File: src/rtl/btb_controller.sv
// btb_controller: branch target buffer with per-entry 2-bit predictors, a 2-deep
// resolved-branch update queue, and an invalidate sweep after reset and on flush.
module btb_controller #(
    parameter int ENTRIES    = 16,
    parameter int INDEX_BITS = 4
) (
    input  logic        clk,
    input  logic        rst_n,
    input  logic [31:0] lookup_pc,
    output logic        lookup_hit,
    output logic        predict_taken,
    output logic [31:0] predict_target,
    input  logic        upd_valid,
    output logic        upd_ready,
    input  logic [31:0] upd_pc,
    input  logic [31:0] upd_target,
    input  logic        upd_taken,
    input  logic        upd_mispredicted,
    input  logic        flush_all,
    output logic        init_busy,
    output logic [15:0] mispredict_count
);

    localparam int TAG_BITS = 30 - INDEX_BITS;

    localparam logic [1:0] ST_SNT = 2'd0;
    localparam logic [1:0] ST_WNT = 2'd1;
    localparam logic [1:0] ST_WT  = 2'd2;
    localparam logic [1:0] ST_ST  = 2'd3;

    typedef enum logic {
        S_INIT = 1'b0,
        S_RUN  = 1'b1
    } mode_e;

    function automatic logic [1:0] next_state(input logic [1:0] s, input logic m);
        logic [1:0] n;
        case (s)
            ST_SNT:  n = m ? ST_WNT : ST_SNT;
            ST_WNT:  n = m ? ST_ST  : ST_SNT;
            ST_ST:   n = m ? ST_WT  : ST_ST;
            ST_WT:   n = m ? ST_SNT : ST_ST;
            default: n = s;
        endcase
        return n;
    endfunction

    mode_e                  mode_q, mode_d;
    logic [INDEX_BITS-1:0]  init_idx_q, init_idx_d;
    logic [31:0]            q_pc_q     [2];
    logic [31:0]            q_target_q [2];
    logic                   q_taken_q  [2];
    logic                   q_mis_q    [2];
    logic                   rd_ptr_q, rd_ptr_d;
    logic                   wr_ptr_q, wr_ptr_d;
    logic [1:0]             count_q, count_d;
    logic [15:0]            mis_cnt_q;
    logic [ENTRIES-1:0]     valid_q;
    logic [TAG_BITS-1:0]    tag_q    [ENTRIES];
    logic [31:0]            target_q [ENTRIES];
    logic [1:0]             state_q  [ENTRIES];

    logic                   run_s, push_s, pop_s;
    logic [31:0]            head_pc_s, head_target_s;
    logic                   head_taken_s, head_mis_s, head_hit_s;
    logic [INDEX_BITS-1:0]  head_idx_s, lk_idx_s;
    logic [TAG_BITS-1:0]    head_tag_s, lk_tag_s;
    logic                   alloc_s, state_we_s, target_we_s;
    logic [1:0]             new_state_s;

    assign run_s     = (mode_q == S_RUN);
    assign init_busy = ~run_s;
    // A flush cycle refuses the update so the handshake never reports a dropped transfer.
    assign upd_ready = run_s && (count_q != 2'd2) && !flush_all;
    assign push_s    = upd_valid && upd_ready;
    assign pop_s     = run_s && !flush_all && (count_q != 2'd0);
    assign mispredict_count = mis_cnt_q;

    assign head_pc_s     = q_pc_q[rd_ptr_q];
    assign head_target_s = q_target_q[rd_ptr_q];
    assign head_taken_s  = q_taken_q[rd_ptr_q];
    assign head_mis_s    = q_mis_q[rd_ptr_q];
    assign head_idx_s    = head_pc_s[INDEX_BITS+1:2];
    assign head_tag_s    = head_pc_s[31:INDEX_BITS+2];
    assign lk_idx_s      = lookup_pc[INDEX_BITS+1:2];
    assign lk_tag_s      = lookup_pc[31:INDEX_BITS+2];

    // Controller mode and sweep index next-state.
    always_comb begin
        mode_d     = mode_q;
        init_idx_d = init_idx_q;
        case (mode_q)
            S_INIT: begin
                if (init_idx_q == INDEX_BITS'(ENTRIES - 1)) begin
                    mode_d     = S_RUN;
                    init_idx_d = '0;
                end else begin
                    init_idx_d = init_idx_q + INDEX_BITS'(1);
                end
            end
            S_RUN: begin
                if (flush_all) begin
                    mode_d     = S_INIT;
                    init_idx_d = '0;
                end else begin
                    mode_d = S_RUN;
                end
            end
            default: begin
                mode_d     = S_INIT;
                init_idx_d = '0;
            end
        endcase
    end

    // Update-queue pointer and occupancy next-state.
    always_comb begin
        rd_ptr_d = rd_ptr_q;
        wr_ptr_d = wr_ptr_q;
        count_d  = count_q;
        if (run_s && flush_all) begin
            rd_ptr_d = 1'b0;
            wr_ptr_d = 1'b0;
            count_d  = 2'd0;
        end else begin
            if (pop_s) begin
                rd_ptr_d = ~rd_ptr_q;
            end else begin
                rd_ptr_d = rd_ptr_q;
            end
            if (push_s) begin
                wr_ptr_d = ~wr_ptr_q;
            end else begin
                wr_ptr_d = wr_ptr_q;
            end
            case ({push_s, pop_s})
                2'b10:   count_d = count_q + 2'd1;
                2'b01:   count_d = count_q - 2'd1;
                default: count_d = count_q;
            endcase
        end
    end

    // Head-of-queue table write decode.
    always_comb begin
        head_hit_s  = valid_q[head_idx_s] && (tag_q[head_idx_s] == head_tag_s);
        alloc_s     = 1'b0;
        state_we_s  = 1'b0;
        target_we_s = 1'b0;
        new_state_s = ST_WT;
        if (pop_s) begin
            if (head_hit_s) begin
                state_we_s  = 1'b1;
                target_we_s = head_taken_s;
                new_state_s = next_state(state_q[head_idx_s], head_mis_s);
            end else begin
                alloc_s     = head_taken_s;
                state_we_s  = head_taken_s;
                target_we_s = head_taken_s;
                new_state_s = ST_WT;
            end
        end else begin
            new_state_s = ST_WT;
        end
    end

    // Combinational lookup; nothing is reported while the table is being swept.
    always_comb begin
        lookup_hit     = 1'b0;
        predict_taken  = 1'b0;
        predict_target = 32'd0;
        if (run_s && valid_q[lk_idx_s] && (tag_q[lk_idx_s] == lk_tag_s)) begin
            lookup_hit     = 1'b1;
            predict_taken  = (state_q[lk_idx_s] == ST_WT) || (state_q[lk_idx_s] == ST_ST);
            predict_target = target_q[lk_idx_s];
        end else begin
            lookup_hit = 1'b0;
        end
    end

    // Mode, sweep index and queue pointers.
    always_ff @(posedge clk or negedge rst_n) begin
        if (!rst_n) begin
            mode_q     <= S_INIT;
            init_idx_q <= '0;
            rd_ptr_q   <= 1'b0;
            wr_ptr_q   <= 1'b0;
            count_q    <= 2'd0;
        end else begin
            mode_q     <= mode_d;
            init_idx_q <= init_idx_d;
            rd_ptr_q   <= rd_ptr_d;
            wr_ptr_q   <= wr_ptr_d;
            count_q    <= count_d;
        end
    end

    // Queue storage.
    always_ff @(posedge clk or negedge rst_n) begin
        if (!rst_n) begin
            for (int i = 0; i < 2; i++) begin
                q_pc_q[i]     <= 32'd0;
                q_target_q[i] <= 32'd0;
                q_taken_q[i]  <= 1'b0;
                q_mis_q[i]    <= 1'b0;
            end
        end else if (push_s) begin
            q_pc_q[wr_ptr_q]     <= upd_pc;
            q_target_q[wr_ptr_q] <= upd_target;
            q_taken_q[wr_ptr_q]  <= upd_taken;
            q_mis_q[wr_ptr_q]    <= upd_mispredicted;
        end
    end

    // Saturating mispredict counter; survives flush.
    always_ff @(posedge clk or negedge rst_n) begin
        if (!rst_n) begin
            mis_cnt_q <= 16'd0;
        end else if (push_s && upd_mispredicted && (mis_cnt_q != 16'hFFFF)) begin
            mis_cnt_q <= mis_cnt_q + 16'd1;
        end
    end

    // Valid bits: cleared by the sweep, set on allocation.
    always_ff @(posedge clk or negedge rst_n) begin
        if (!rst_n) begin
            valid_q <= '0;
        end else if (!run_s) begin
            valid_q[init_idx_q] <= 1'b0;
        end else if (alloc_s) begin
            valid_q[head_idx_s] <= 1'b1;
        end
    end

    // Tag, target and predictor storage; contents only meaningful under valid.
    always_ff @(posedge clk) begin
        if (alloc_s) begin
            tag_q[head_idx_s] <= head_tag_s;
        end
        if (target_we_s) begin
            target_q[head_idx_s] <= head_target_s;
        end
        if (state_we_s) begin
            state_q[head_idx_s] <= new_state_s;
        end
    end

endmodule

File: config.mk
export PLATFORM = sky130hd
export DESIGN_NAME = btb_controller
export DESIGN_NICKNAME = d
export VERILOG_FILES = /design/src/rtl/btb_controller.sv
export SDC_FILE = /design/constraint.sdc
export NUM_CORES = 1
export LEC_CHECK = 0
export ABC_CLOCK_PERIOD_IN_PS = 5100
export BUFFER_PORTS_ARGS = -buffer_cell sky130_fd_sc_hd__buf_2
export CAP_MARGIN = 20
export CORE_ASPECT_RATIO = 2
export CORE_UTILIZATION = 54
export DETAILED_ROUTE_END_ITERATION = 7
export PLACE_DENSITY = 0.74
export SLEW_MARGIN = 30
export SYNTH_ARGS = -nofsm -noshare
export SYNTH_HDL_FRONTEND = slang
export SYNTH_SLANG_ARGS = --single-unit
File: constraint.sdc
create_clock -name clk -period 5.1 [get_ports clk]
set_clock_uncertainty 0.05 [all_clocks]
set_input_delay 0.51 -clock clk [delete_from_list [all_inputs] [get_ports clk]]
set_output_delay 0.51 -clock clk [all_outputs]
set_load 0.1 [all_outputs]
==> flow_summary.yaml <==
worst_setup_path:
  crit_path_max_incr_delay_ns: 0.74
  worstPathArrival_ns: 5.25
  crit_chain: "mux2_4, buf_12, nor3_1, o41ai_1, nand4_1, xnor2_1, or4b_2, nor4_4, buf_12, nor3_2, buf_4"
  crit_family: "simple AND/OR/NAND/NOR gates"
  rr_startpoint: "rd_ptr_q$_DFFE_PN0P_"
  critPathSlowestCell: "nor3_2"
  cp-start-kind: "register"
  required_ns: 5.42
  cpMostUsedCell: "buf_12"
  path_class: "register to register"
  rr_worst_depth: 11
  path_max_fanout: 52
  r2r_setup_slack_ns: 0.17
  worst_setup_path_end_kind: "register"
  r2r-end: "tag_q[13][25]$_DFFE_PP_"
  cp.buffers_inverters: 3
pwr:
  seq_power_share_pct: 44.0
  p_sw_mw: 9.13
  swShare_pct: 32.9
  p_int_mw: 18.6
  comb_power_share_pct: 29.1
  peakVddDrop_v: 0.000294
  powerDensity_mw_per_mm2: 494
  p_leak_nw: 18.9
  clkPwrFrac_pct: 26.9
detailed_routing:
  drtIter0Drc: 2882
  drtAntennaViolNets: 0
  vias: 27996
  wl_per_cell_um: 31.7
  firstDrtPassIters: 7
  route.detailed.drc: 0
  finalWirelength_um: 132000
  vias_per_cell: 6.71
synthesis:
  ys_seq_area_share_pct: 68.3
  synth_cells: 2640
  synth.area.top_cells: "edfxtp_1 (60%), mux4_2 (15%), dfrtp_1 (8.7%)"
  synth_warnings: 0
  synth.avg_cell_area_um2: 18.3
  syn-cell-area_mm2: 0.0484
  synth_top_cell_by_area: "edfxtp_1"
  netlist_top_cells_count: "edfxtp_1 (960), mux4_2 (330), nor3_1 (249), mux2_2 (187), dfrtp_1 (169)"
  ys_async_sr_fraction_pct: 15.0
  synth_seq_cells: 1129
  yosysTopAreaCellShare_pct: 59.6
  syn-num-nets: 2747
  synthFlopType: "edfxtp_1"
  synth_most_common_cell: "edfxtp_1"
  ys_types: 60
  synth_edf_count: 960
clock_tree:
  h-tree-depth: 3
  cts_setup_buffers: 0
  clock_sinks: 1129
  cts_tree: "yes"
  clock_latency_ns: 0.73
  numCtsBuffers: 92
  cts_root_buf: "clkbuf_16"
  clk_pin_slew_ns: 0.07
  clk_path_buf_depth: 3
  cts_resized: 0
  ctsHoldBuffers: 60
floorplanning:
  core-area_mm2: 0.0890
  die_w_um: 214
  rows: 155
  die_h_um: 425
  ios: 154
  dieArea_mm2: 0.0909
  start_util_pct: 54.4
run_status:
  status: "finished clean"
timing:
  rsz0062_at_grt: "no"
  finalSetupViolations: 0
  tightest_slew_ns: 1.03
  timing.fmax_ghz: 0.203
  timing.final.crit_share_pct: 96.6
  fin_crit_ns: 4.93
  drv_slew: 0
  hold_viol: 0
  slew_headroom_pct: 30.7
hold_path:
  hold_path_class: "input port to register"
  min_delay_worst_endpoint: "q_target_q[31]$_DFFE_PN0P_"
  worstHoldPathCells: 2
  min_from: "upd_target[31]"
cells_and_area:
  drive_gt1_share_pct: 34.2
  fin_util_pct: 63.0
  finalNonFillerCells: 4173
  final_nets: 3018
  fill_cells: 6046
  areaGrowthSynthToFinish_pct: 15.9
grt:
  overflow: 0
  grt_pass1_vias: 29311
  grt_use_total_pct: 30.0
  grt_antenna_before_repair: 6
  grt_pass1_wl_um: 193000
  grt_max_degree: 88
placed_design:
  port_buffers: 149
  gp_congestion: 0.887
  dp_hpwl_um: 82700
  place_inst: 3934
run:
  cap_violations: 0
[cell type report]
cell class,instances,area (um^2),share of cell area (%)
Tap cell,1177,1470,2.62
Clock buffer,117,2590,4.62
Inverter,9,33.8,0.0602
Clock inverter,57,602,1.07
Timing Repair Buffer,360,3530,6.29
Sequential cell,1129,33100,58.9
Multi-Input combinational cell,1319,14800,26.4
Antenna cell,5,12.5,0.0223
[cell families after synthesis]
logic type / Yosys count / share of synthesized area, %
AO/OA/AOI/OAI: 187 / 2.87
XOR/XNOR: 68 / 1.23
adder cells (fa/ha/maj): 5 / 0.129
buffers and inverters: 192 / 1.76
flip-flops: 1129 / 68.3
multiplexers: 544 / 20.3
AND/OR/NAND/NOR: 515 / 5.42
[metrics by stage]
stage | hold slack, ns | TNS (ns) | setup WS (ns) | total power [mW] | cell area (um^2)
after detailed placement | 0.425 | 0 | 0.260 | 20.2 | 52300
final | 0.0387 | 0 | 0.172 | 27.7 | 56100
after CTS | 0.000291 | 0 | 0.223 | 27.6 | 56100
after global placement | 0.420 | 0 | 0.318 | 19.9 | 52300
after floorplan | 0.164 | -5.91 | -0.204 | 17.1 | 48400
after global routing | 0.0248 | 0 | 0.0390 | 28.6 | 56100
[power by group through the flow]
stage,logic (mW),registers (mW),clock network [mW]
after floorplan,4.81,12.3,0
after global placement,7.54,12.3,0
after detailed placement,7.84,12.4,0
after CTS,7.91,12.2,7.53
after global routing,8.44,12.3,7.85
final,8.07,12.2,7.45
[worst register-to-register path: stages, from the launching register on]
cell and delay (ns):
dfrtp_4 0.58, mux2_4 0.64, buf_12 0.34, nor3_1 0.15, o41ai_1 0.51, nand4_1 0.18, xnor2_1 0.56, or4b_2 0.27
nor4_4 0.06, buf_12 0.18, nor3_2 0.75, buf_4 0.35
[sequential cells by signal, summed over array words and instances, names as in the netlist]
signal and flops:
tag_q 416, q_taken_q 2, init_idx_q 4, rd_ptr_q 1, q_pc_q 60, count_q 2
valid_q 16, mode_q 1, q_mis_q 2, state_q 32, target_q 512, q_target_q 64
wr_ptr_q 1, mispredict_count 16
[per-layer routing]
| layer | part of all wire [%] | vias up | GRT usage (%) |
|---|---|---|---|
| li1 | - | 11408 | - |
| met1 | 33 | 14584 | 34.4 |
| met2 | 53 | 1594 | 52.6 |
| met3 | 7.3 | 406 | 4.80 |
| met4 | 6.2 | 4 | 17.4 |
| met5 | 0.022 | - | 0 |
[worst max-delay path by stage]
stage                                   end                  from  cells past startpoint  slack, ns
floorplan                predict_target[10]          lookup_pc[2]                     10      -0.20
global placement    tag_q[13][14]$_DFFE_PP_  rd_ptr_q$_DFFE_PN0P_                     14       0.32
detailed placement  tag_q[13][11]$_DFFE_PP_  rd_ptr_q$_DFFE_PN0P_                     14       0.26
CTS                 tag_q[13][25]$_DFFE_PP_  rd_ptr_q$_DFFE_PN0P_                     14       0.22
global route        tag_q[13][25]$_DFFE_PP_  rd_ptr_q$_DFFE_PN0P_                     14       0.04
finish              tag_q[13][25]$_DFFE_PP_  rd_ptr_q$_DFFE_PN0P_                     11       0.17
[placed cells by master (no fill, tap or decap), drive strengths merged, types with 57 or more instances in the layout]
| master | instances |
|---|---|
| mux2 | 188 |
| edfxtp | 960 |
| dfrtp | 169 |
| nand2 | 92 |
| clkbuf | 119 |
| mux4 | 331 |
| dlygate4sd3 | 60 |
| o41ai | 57 |
| nor3 | 249 |
| buf | 298 |
Note: power is estimated with default switching activity, not from simulation.
